$ cat src/rtl/time_pkg.sv
// Shared definitions for the wall-clock time scheduler.
// Contents: BCD limit constants, the service-select enum, the packed time
// record and the BCD increment helpers used by time_update_sched.
package time_pkg;

  localparam logic [3:0] MIN_TENS_MAX       = 4'd5;
  localparam logic [3:0] UNITS_MAX          = 4'd9;
  localparam logic [3:0] HRS_TENS_MAX       = 4'd2;
  localparam logic [3:0] HRS_UNITS_MAX_AT_2 = 4'd3;
  localparam logic [5:0] SEC_MAX            = 6'd59;

  typedef enum logic [1:0] {
    SVC_NONE,
    SVC_HRS,
    SVC_MIN,
    SVC_TICK
  } svc_e;

  typedef struct packed {
    logic [3:0] hours2;
    logic [3:0] hours1;
    logic [3:0] mins2;
    logic [3:0] mins1;
    logic [5:0] seconds;
  } clock_time_t;

  // Hours +1, 23 wraps to 00; minutes and seconds untouched.
  function automatic clock_time_t hrs_inc(input clock_time_t t);
    clock_time_t r;
    r = t;
    if (t.hours2 == HRS_TENS_MAX && t.hours1 == HRS_UNITS_MAX_AT_2) begin
      r.hours2 = '0;
      r.hours1 = '0;
    end else if (t.hours1 == UNITS_MAX) begin
      r.hours2 = t.hours2 + 4'd1;
      r.hours1 = '0;
    end else begin
      r.hours1 = t.hours1 + 4'd1;
    end
    return r;
  endfunction

  // Minutes +1, 59 wraps to 00 without touching hours.
  function automatic clock_time_t min_inc(input clock_time_t t);
    clock_time_t r;
    r = t;
    if (t.mins1 == UNITS_MAX) begin
      r.mins1 = '0;
      r.mins2 = (t.mins2 == MIN_TENS_MAX) ? 4'd0 : t.mins2 + 4'd1;
    end else begin
      r.mins1 = t.mins1 + 4'd1;
    end
    return r;
  endfunction

  // True when a minute increment rolls 59 over to 00.
  function automatic logic min_wrap(input clock_time_t t);
    return (t.mins2 == MIN_TENS_MAX) && (t.mins1 == UNITS_MAX);
  endfunction

endpackage

$ cat src/rtl/tick_prescaler.sv
// 1 s tick prescaler.
// Ports:
//   CLK100MHZ - system clock
//   Reset     - synchronous active-high reset
//   clr       - synchronous clear of the count (time cleared)
//   en        - 1 = count, 0 = hold
//   tick      - one-cycle strobe while the count sits at TICK_DIV-1 and
//               is enabled; the count wraps to 0 on that same edge
module tick_prescaler #(
  parameter int unsigned TICK_DIV = 100000000,
  parameter int unsigned PRESC_W  = 27
) (
  input  logic CLK100MHZ,
  input  logic Reset,
  input  logic clr,
  input  logic en,
  output logic tick
);

  localparam logic [PRESC_W-1:0] LAST = PRESC_W'(TICK_DIV - 1);

  logic [PRESC_W-1:0] count;

  assign tick = en && !clr && (count == LAST);

  always_ff @(posedge CLK100MHZ) begin
    if (Reset || clr) begin
      count <= '0;
    end else if (en) begin
      if (count == LAST) count <= '0;
      else               count <= count + 1'b1;
    end
  end

endmodule

$ cat src/rtl/time_update_sched.sv
// Scheduler/arbiter for the wall-clock time registers.
// Queues the 1 s tick and the minute/hour request pulses as pending flags
// and applies at most one update per edge (hours > minutes > tick).
// Ports:
//   CLK100MHZ, Reset            - clock, synchronous active-high reset
//   tick_en                     - prescaler run/hold
//   min_req, hrs_req, clr_req   - one-cycle request pulses
//   hours2, hours1, mins2, mins1 - BCD digits to SS_Driver
//   seconds                     - binary seconds 0..59
//   sec_pulse, ack_min, ack_hrs - one-cycle strobes aligned with the update
//   overrun                     - sticky duplicate-request flag
module time_update_sched
  import time_pkg::*;
#(
  parameter int unsigned TICK_DIV = 100000000,
  parameter int unsigned PRESC_W  = 27
) (
  input  logic       CLK100MHZ,
  input  logic       Reset,
  input  logic       tick_en,
  input  logic       min_req,
  input  logic       hrs_req,
  input  logic       clr_req,
  output logic [3:0] hours2,
  output logic [3:0] hours1,
  output logic [3:0] mins2,
  output logic [3:0] mins1,
  output logic [5:0] seconds,
  output logic       sec_pulse,
  output logic       ack_min,
  output logic       ack_hrs,
  output logic       overrun
);

  clock_time_t cur;
  clock_time_t nxt;
  svc_e        svc;
  logic        tick;
  logic        pend_tick;
  logic        pend_min;
  logic        pend_hrs;
  logic        dup_hrs;
  logic        dup_min;
  logic        dup_tick;

  tick_prescaler #(
    .TICK_DIV(TICK_DIV),
    .PRESC_W (PRESC_W)
  ) u_presc (
    .CLK100MHZ(CLK100MHZ),
    .Reset    (Reset),
    .clr      (clr_req),
    .en       (tick_en),
    .tick     (tick)
  );

  always_comb begin
    svc = SVC_NONE;
    if (pend_hrs)       svc = SVC_HRS;
    else if (pend_min)  svc = SVC_MIN;
    else if (pend_tick) svc = SVC_TICK;
  end

  always_comb begin
    nxt = cur;
    case (svc)
      SVC_HRS: nxt = hrs_inc(cur);
      SVC_MIN: begin
        nxt         = min_inc(cur);
        nxt.seconds = '0;
      end
      SVC_TICK: begin
        if (cur.seconds == SEC_MAX) begin
          nxt         = min_inc(cur);
          nxt.seconds = '0;
          if (min_wrap(cur)) nxt = hrs_inc(nxt);
        end else begin
          nxt.seconds = cur.seconds + 6'd1;
        end
      end
      default: nxt = cur;
    endcase
  end

  // A request that lands on the edge its own flag is being serviced simply
  // re-arms the flag; only a still-waiting flag counts as a duplicate.
  assign dup_hrs  = hrs_req && pend_hrs  && (svc != SVC_HRS);
  assign dup_min  = min_req && pend_min  && (svc != SVC_MIN);
  assign dup_tick = tick    && pend_tick && (svc != SVC_TICK);

  always_ff @(posedge CLK100MHZ) begin
    if (Reset) begin
      cur       <= '0;
      pend_tick <= 1'b0;
      pend_min  <= 1'b0;
      pend_hrs  <= 1'b0;
      sec_pulse <= 1'b0;
      ack_min   <= 1'b0;
      ack_hrs   <= 1'b0;
      overrun   <= 1'b0;
    end else if (clr_req) begin
      // Clear beats any service due this edge and drops same-cycle requests.
      cur       <= '0;
      pend_tick <= 1'b0;
      pend_min  <= 1'b0;
      pend_hrs  <= 1'b0;
      sec_pulse <= 1'b0;
      ack_min   <= 1'b0;
      ack_hrs   <= 1'b0;
    end else begin
      cur       <= nxt;
      pend_hrs  <= (pend_hrs  && (svc != SVC_HRS))  || hrs_req;
      pend_min  <= (pend_min  && (svc != SVC_MIN))  || min_req;
      pend_tick <= (pend_tick && (svc != SVC_TICK)) || tick;
      ack_hrs   <= (svc == SVC_HRS);
      ack_min   <= (svc == SVC_MIN);
      sec_pulse <= (svc == SVC_TICK);
      if (dup_hrs || dup_min || dup_tick) overrun <= 1'b1;
    end
  end

  assign hours2  = cur.hours2;
  assign hours1  = cur.hours1;
  assign mins2   = cur.mins2;
  assign mins1   = cur.mins1;
  assign seconds = cur.seconds;

endmodule

$ cat config.mk
export PLATFORM = sky130hd
export DESIGN_NAME = time_update_sched
export DESIGN_NICKNAME = d
export VERILOG_FILES = /design/src/rtl/time_pkg.sv /design/src/rtl/tick_prescaler.sv /design/src/rtl/time_update_sched.sv
export SDC_FILE = /design/constraint.sdc
export NUM_CORES = 1
export LEC_CHECK = 0
export ABC_CLOCK_PERIOD_IN_PS = 1900
export CAP_MARGIN = 20
export CORE_AREA = 2 2 69 84
export DETAILED_ROUTE_END_ITERATION = 8
export DIE_AREA = 0 0 71 86
export DONT_BUFFER_PORTS = 1
export PLACE_DENSITY = 0.75
export SLEW_MARGIN = 20
export SYNTH_ARGS = -nofsm -noshare
export SYNTH_HDL_FRONTEND = slang
export SYNTH_SLANG_ARGS = --single-unit
$ cat constraint.sdc
create_clock -name CLK100MHZ -period 1.9 [get_ports CLK100MHZ]
set_clock_uncertainty 0.05 [all_clocks]
set_input_delay 0.285 -clock CLK100MHZ [delete_from_list [all_inputs] [get_ports CLK100MHZ]]
set_output_delay 0.285 -clock CLK100MHZ [all_outputs]
set_load 0.01 [all_outputs]
==> metrics.md, run 1 <==
| Metric | Value |
|---|---|
| CTS Buf Count | `5` |
| DR iter-0 viols | `around 160` |
| CP Data Arrival Time | `slightly below 2000 ps` |
| Sw Pwr | `around 450 uW` |
| Power per standard cell area | `601 nW/um^2` |
| ANT cells | `0` |
| Synthesized Nets | `roughly 330` |
| Clock Root Buffer | `clkbuf_8` |
| Total of max-cap violations | `0` |
| Setup TNS | `0 ps` |
| CTS tree | `done` |
| Clock Tree Buf Depth | `2` |
| Slew headroom | `a little over two thirds` |
| Sink Count | `56` |
| Worst-Skew Late Latency | `310 ps` |
| Post-route ant nets | `0` |
| Crit start category | `flop` |
| Fin crit share | `94.1%` |
| Area growth syn-to-layout | `12.2%` |
| Vias/cell | `6.03` |
| Fin. Hold Viols | `0` |
| CP Class | `reg -> reg` |
| EDFF count, synth | `0` |
| Final period demand of the worst path | `~1800 ps` |
| Outcome | `finished clean` |
| Lkg Pwr | `approximately 0.0012 uW` |
| Drt total wl | `5940 um` |
| Fmax | `between 500 and 600 MHz` |
| Fin util | `60.4%` |
| Residual DRC | `0` |
| RSZ-0062 raised after global routing | `no` |
| Final Non-Filler Cells | `around 410` |
| Register area share after synthesis | `roughly two fifths` |
| Global-route wire length before repair | `10,300 um` |
| Cell row count | `29` |
| Global Route Usage Sum | `20.2%` |
| Initial Util | `between 50% and 60%` |
| Vert. Die Dim | `between 80 and 90 um` |
| Chip width | `between 70 and 80 um` |
| Post-DP HPWL | `~4300 um` |
| Asr flop ratio synth | `0%` |
| Total Power | `roughly 1900 uW` |
| Multi-input combinational cell area | `1590 um^2` |
| Router iterations before antenna repair | `4` |
| Post-synth cell types | `between 50 and 60` |
| Wire per inst | `14.6 um` |
| # fillers | `~470` |
| Via count | `about 2,500` |
| Core Region | `~5300 um^2` |
| Max Slew Vio Count | `0` |
| Synth warn | `0` |
| Peak VDD IR | `roughly 0.32 mV` |
| Post-Syn Area per Cell | `8.90 um^2` |
| Worst endpoint required time | `roughly 2100 ps` |
| Sw Share | `a little under a quarter` |
| Combinational Power Share | `roughly 3.2%` |
| Gr ovfl total | `0` |
| Ys flop type | `dfxtp_1` |
| Mapped Area | `2830 um^2` |
| Largest net degree at the start of global routing | `22` |
| GPL Wtd Cong | `~0.83` |
| Post-Synthesis Cells | `around 320` |
| H-tree depth | `2` |
| Top-level port count | `32` |
| Hold Crit Class | `in -> reg` |
| I/O Buffers | `0` |
| Internal power component | `about 1500 uW` |
| Postcts setup bufs | `0` |
| Sequential share of power | `a little over 60%` |
| Crit. End Element | `flop` |
| Setup violators final | `0` |
| Synth Register Bits | `between 50 and 60` |
| Register area | `between 1000 and 1500 um^2` |
| Layout cells sized above 1 | `around 16%` |
| Top fanout value on the critical path | `7` |
| Nets | `~360` |
| Clock power share | `34.9%` |
| Placed Cells | `about 400` |
| Clock-pin slew on the worst setup and hold paths | `~110 ps` |
| Vias in the first global route | `about 2,400` |
| Worst Tran Pin Value | `around 440 ps` |
| Initial antenna violation count | `0` |
| Full die area | `approximately 6100 um^2` |
## what timing repair did
action	in CTS	in global routing
resized for setup	0	2
hold buffers	1	0
hold endpoints to repair	1	0
setup endpoints to repair	0	5
## cells by family (layout without fill, tap and decap cells)
| kind of cell | Yosys count | after routing | synth area share, % |
|---|---|---|---|
| buffers and inverters | 23 | 51 | 4.33 |
| AND/OR/NAND/NOR | 138 | 138 | 29.3 |
| flip-flops | 56 | 56 | 39.6 |
| multiplexers | 7 | 7 | 2.47 |
| XOR/XNOR | 13 | 13 | 4.02 |
| AO/OA/AOI/OAI | 73 | 73 | 16.8 |
| adder cells (fa/ha/maj) | 8 | 8 | 3.54 |
## placed cells by master, fill, tap and decap left out, types with 2 or more instances in the layout
master / synthesis / layout
and2_1: 8 / 8
or4_1: 13 / 13
nand2_1: 20 / 20
xnor2_1: 7 / 7
nor4bb_1: 3 / 3
o22ai_1: 2 / 2
nand3b_1: 2 / 2
clkbuf_8: 0 / 5
or3_1: 9 / 9
nor4_1: 4 / 4
o21a_1: 2 / 2
mux2i_1: 7 / 7
and4_2: 0 / 2
o21ai_0: 14 / 14
a21oi_1: 22 / 22
nand4_1: 10 / 10
nand3_1: 11 / 11
nor2_1: 28 / 28
inv_1: 7 / 7
and3b_1: 3 / 3
buf_4: 2 / 35
dfxtp_1: 56 / 56
or2_2: 2 / 2
xor2_1: 6 / 6
and4_1: 7 / 5
nor3b_1: 2 / 2
o31ai_1: 11 / 11
ha_1: 8 / 8
o211ai_1: 2 / 2
a31oi_1: 3 / 3
nor3_1: 6 / 6
and3_1: 2 / 2
nand4_4: 2 / 2
## registers in the layout, indices dropped and copies added (netlist names)
| name | count |
|---|---|
| u_presc.count | 27 |
| seconds | 6 |
| hours1 | 4 |
| hours2 | 4 |
| mins1 | 4 |
| mins2 | 4 |
| ack_hrs | 1 |
| ack_min | 1 |
| overrun | 1 |
| pend_hrs | 1 |
| pend_min | 1 |
| pend_tick | 1 |
| sec_pulse | 1 |
## final cells by class
cell class	count	area share, %
inverter	7	0.827
sequential	56	35.3
clock inverter	3	0.669
clock buffer	5	2.17
timing repair buffer	36	8.58
multi-input combinational	239	50.0
tap	62	2.44
## layer usage
metal  global-route usage, %  share of wire, %
met1                    23.6                44
met2                    36.2                50
met3                    4.11               3.8
met4                    7.38               1.2
met5                       0                 0
## per-stage QoR
step	setup slack [ps]	cell area (um^2)	hold WS (ps)
2_1_floorplan	93.1	2830	304
3_3_place_gp	130	3080	306
3_5_place_dp	57.0	3080	309
4_1_cts	25.8	3180	27.3
5_1_grt	2.33	3180	29.0
6_report	111	3180	34.4
## synthesized netlist by cell type (3+ instances only)
library cell / number / area, um^2
a31oi_1: 3 / 18.8
nand2_1: 20 / 75.1
o21ai_0: 14 / 70.1
xnor2_1: 7 / 61.3
nor4bb_1: 3 / 30.0
a21oi_1: 22 / 110
nor3_1: 6 / 30.0
xor2_1: 6 / 52.6
nor4_1: 4 / 25.0
ha_1: 8 / 100
mux2i_1: 7 / 70.1
and4_1: 7 / 61.3
buf_2: 5 / 25.0
and2_1: 8 / 50.1
nor2_1: 28 / 105
or3_1: 9 / 56.3
nand3_1: 11 / 55.1
nand4_1: 10 / 62.6
and3b_1: 3 / 26.3
dfxtp_1: 56 / 1120
buf_6: 3 / 33.8
o31ai_1: 11 / 82.6
or4_1: 13 / 97.6
inv_1: 7 / 26.3
clkbuf_1: 6 / 22.5
## power groups by stage
stage / Clock [uW] / Sequential (uW) / Combinational [uW]
after floorplan: 0 / 1210 / 42.7
after global placement: 0 / 1210 / 57.5
after detailed placement: 0 / 1210 / 58.9
after CTS: 687 / 1180 / 60.8
after global routing: 726 / 1190 / 66.7
final: 666 / 1180 / 60.7
## worst max-delay path: stages, from the launching register on
cell	delay, ps
dfxtp_1	380
ha_1	190
and4_2	350
nand3_2	180
or4_1	420
a21oi_1	150
## path summary, 6_finish.rpt
kind	endpoint	slack, ps	cells past startpoint	startpoint
setup / recovery	u_presc.count[16]	110	5	u_presc.count[0]
hold / removal	pend_min	30	2	min_req
setup reg to reg	u_presc.count[16]	110	5	u_presc.count[0]
hold reg to reg	u_presc.count[26]	440	2	u_presc.count[26]
No activity file was read; power rests on OpenSTA's default activity.
==> inputs of run 2 (changes only) <==
--- a/config.mk
+++ b/config.mk
@@ -9,7 +9,7 @@
 export CAP_MARGIN = 20
-export CORE_AREA = 2 2 69 84
+export CORE_AREA = 2 2 65 79
 export DETAILED_ROUTE_END_ITERATION = 8
-export DIE_AREA = 0 0 71 86
+export DIE_AREA = 0 0 67 81
 export DONT_BUFFER_PORTS = 1
-export PLACE_DENSITY = 0.75
+export PLACE_DENSITY = 0.82
 export SLEW_MARGIN = 20
==> constraint.sdc (replaced) <==
create_clock -name CLK100MHZ -period 1.9 [get_ports CLK100MHZ]
set_clock_uncertainty 0.05 [all_clocks]
set_input_delay 0.095 -clock CLK100MHZ [delete_from_list [all_inputs] [get_ports CLK100MHZ]]
set_output_delay 0.095 -clock CLK100MHZ [all_outputs]
set_load 0.01 [all_outputs]
==> run 2 against run 1 <==
Effect of this change:
- die area is 11% lower
- via count is 3.5% higher
- count of clock-buffer cells in the layout stayed put
- first-iteration DRC count is 17% lower
- final area is 0.94% higher
- sequential cell count stayed put
- combinational power is 21% higher
- critical endpoint is now u_presc.count[24]
- cell count stayed put
- hold slack worse by 3.4 ps
==> metrics.md, run 2 (synthesis gave the netlist of run 1 again) <==
| Metric | Value |
|---|---|
| Top-level port count | `32 (unchanged)` |
| Worst-path cell chain | `and4_1 -> nand4_2 -> or4_1 -> a21oi_1 (was ha_1 -> and4_2 -> nand3_2 -> or4_1 -> a21oi_1)` |
| Initial Util | `59.4% (was 53.8%)` |
| Layout cells sized above 1 | `15.8% (was 15.9%)` |
| Area after DPL | `3070 um^2 (was 3080 um^2)` |
| Fmax | `548 MHz (was 559 MHz)` |
| Global Route Usage Sum | `24.1% (was 20.2%)` |
| Core Region | `4760 um^2 (was 5260 um^2)` |
| Drt total wl | `6380 um (was 5940 um)` |
| Vias/cell | `6.24 (was 6.03)` |
| Clock Tree Buf Depth | `2 (unchanged)` |
| Wire per inst | `15.6 um (was 14.6 um)` |
| Vert. Die Dim | `81 um (was 86 um)` |
| Clock-pin slew on the worst setup and hold paths | `100 ps (was 110 ps)` |
| CP Data Arrival Time | `2020 ps (was 1980 ps)` |
| CTS Buf Count | `5 (unchanged)` |
| CP Class | `reg -> reg (unchanged)` |
| CTS tree | `done (unchanged)` |
| Combinational Power Share | `3.9% (was 3.2%)` |
| Lkg Pwr | `0.00118 uW (about the same)` |
| Worst endpoint required time | `2090 ps (about the same)` |
| Final period demand of the worst path | `1820 ps (was 1790 ps)` |
| Outcome | `finished clean (unchanged)` |
| GPL Wtd Cong | `0.839 (was 0.834)` |
| H-tree depth | `2 (unchanged)` |
| Most frequent cells in the layout | `dfxtp_1, buf_4, nor2_1 (unchanged)` |
| Worst Tran Pin Value | `754 ps (was 439 ps)` |
| Stages on worst setup path | `4 (was 5)` |
| Router iterations before antenna repair | `4 (unchanged)` |
| R2r worst-path depth | `4 (was 5)` |
| Setup violators final | `0 (unchanged)` |
| Post-DP HPWL | `4610 um (was 4290 um)` |
| Top fanout value on the critical path | `10 (was 7)` |
| I/O Buffers | `0 (unchanged)` |
| Flop-to-flop setup slack | `80 ps (was 110 ps)` |
| Sink Count | `56 (unchanged)` |
| Commonest non-fill, non-tap cell in the layout | `dfxtp_1 (unchanged)` |
| Crit start category | `flop (unchanged)` |
| Number of flip-flops in the largest register | `27 (unchanged)` |
| Fin area | `3210 um^2 (was 3180 um^2)` |
| Chip width | `67 um (was 71 um)` |
| Buf/Inv on CP | `0 (unchanged)` |
| Postcts setup bufs | `0 (unchanged)` |
| Worst-Skew Late Latency | `310 ps (about the same)` |
| Hold depth | `3 (was 2)` |
| Setup TNS | `0 ps (unchanged)` |
| Nets | `362 (was 359)` |
| Crit-path leading delay family | `simple AND/OR/NAND/NOR gates (unchanged)` |
| Critical Path Slowest Stage Cell | `or4_1 (unchanged)` |
| Worst Setup SP | `u_presc.count[18] (was u_presc.count[0])` |
| Gr ovfl total | `0 (unchanged)` |
| Top Layer Used | `met4 (unchanged)` |
| DR iter-0 viols | `134 (was 162)` |
| Global-route wire length before repair | `10,200 um (was 10,300 um)` |
| ANT cells | `0 (unchanged)` |
| Clock power share | `33.4% (was 34.9%)` |
| Crit path largest cell delay | `550 ps (was 420 ps)` |
| Largest Register | `u_presc.count (unchanged)` |
| Sw Pwr | `427 uW (was 447 uW)` |
| Multi-input combinational cell area | `1600 um^2 (was 1590 um^2)` |
| Slew headroom | `49.6% (was 70.5%)` |
| Critical R2R Capture | `u_presc.count[24] (was u_presc.count[16])` |
| Total of max-cap violations | `0 (unchanged)` |
| R2r startpoint | `u_presc.count[18] (was u_presc.count[0])` |
| Power per standard cell area | `588 nW/um^2 (was 601 nW/um^2)` |
| Crit path to | `u_presc.count[24] (was u_presc.count[16])` |
| Residual DRC | `0 (unchanged)` |
| Register area | `1120 um^2 (unchanged)` |
| Largest net degree at the start of global routing | `22 (unchanged)` |
| Via count | `2,546 (was 2,460)` |
| Crit. End Element | `flop (unchanged)` |
| Peak VDD IR | `0.367 mV (was 0.319 mV)` |
| Sw Share | `22.7% (was 23.4%)` |
| Fin crit share | `96.0% (was 94.1%)` |
| Full die area | `5430 um^2 (was 6110 um^2)` |
| Vias in the first global route | `2,327 (was 2,383)` |
| Initial antenna violation count | `0 (unchanged)` |
| Hold Crit Class | `in -> reg (unchanged)` |
| Fin. Hold Viols | `0 (unchanged)` |
| Metal3 WL | `279 um (was 226 um)` |
| Post-route ant nets | `0 (unchanged)` |
| Internal power component | `1460 uW (about the same)` |
| Met1 Routed Length | `2580 um (was 2640 um)` |
| Cell row count | `28 (was 29)` |
| Routed wl met2 | `3370 um (was 3000 um)` |
| RSZ-0062 raised after global routing | `no (unchanged)` |
| Clock Root Buffer | `clkbuf_8 (unchanged)` |
| Area growth syn-to-layout | `13.3% (was 12.2%)` |
| Sequential share of power | `62.7% (was 62.0%)` |
| # fillers | `390 (was 469)` |
| Max Slew Vio Count | `0 (unchanged)` |
==> run 2: cell count changes in the layout (fill, tap and decap cells not counted), sizes merged <==
cell,before,now
dlygate4sd3,1,5
buf,35,34
inv,8,7
==> run 2: per-layer routing <==
layer  GRT usage, %  up-vias
met5              0        -
met4           7.76        0
met3           4.16       15
met2           45.6       68
met1           26.8     1213
li1               -     1250
==> run 2: cell type report <==
| cell class | instances | area share (%) |
|---|---|---|
| multi-input cells | 239 | 49.8 |
| flip-flops and latches | 56 | 34.9 |
| repair buffers | 39 | 9.52 |
| inverters | 7 | 0.819 |
| clock inverters | 2 | 0.390 |
| well taps | 60 | 2.34 |
| clock buffers | 5 | 2.15 |
==> run 2: power groups by stage <==
stage,Clock (uW),Sequential [uW],Combinational [uW]
after floorplan,0,1210,42.7
after global placement,0,1210,60.7
after detailed placement,0,1210,62.2
after CTS,636,1180,72.6
after global routing,677,1180,79.5
final,630,1180,73.6
==> run 2: timing repair <==
action | CTS | global route
gates resized for setup | 0 | 5
hold endpoints to repair | 7 | 0
setup endpoints to repair | 0 | 10
hold buffers | 5 | 0
==> run 2: how the worst min path moves through the flow <==
stage          slack, ps  endpoint     from
2_1_floorplan        110   overrun    Reset
3_5_place_dp         120   overrun    Reset
3_3_place_gp         120   overrun    Reset
4_1_cts               40   overrun  clr_req
6_report              30   overrun  clr_req
5_1_grt               30   overrun  clr_req
==> run 2: worst register-to-register path, stage by stage (launching register included) <==
cell and delay [ps]:
dfxtp_1 410, and4_1 320, nand4_2 270, or4_1 550, a21oi_1 170
==> run 2: metrics by stage <==
step	util, %	power [uW]	setup slack (ps)	instances	hold WS, ps
after floorplan	-	1250	93.1	318	114
after global placement	64.3	1270	137	396	118
after detailed placement	64.3	1270	94.6	396	118
after CTS	67.1	1890	78.3	408	35.4
after global routing	67.3	1940	26.0	408	34.4
final	67.3	1890	76.1	408	31.0
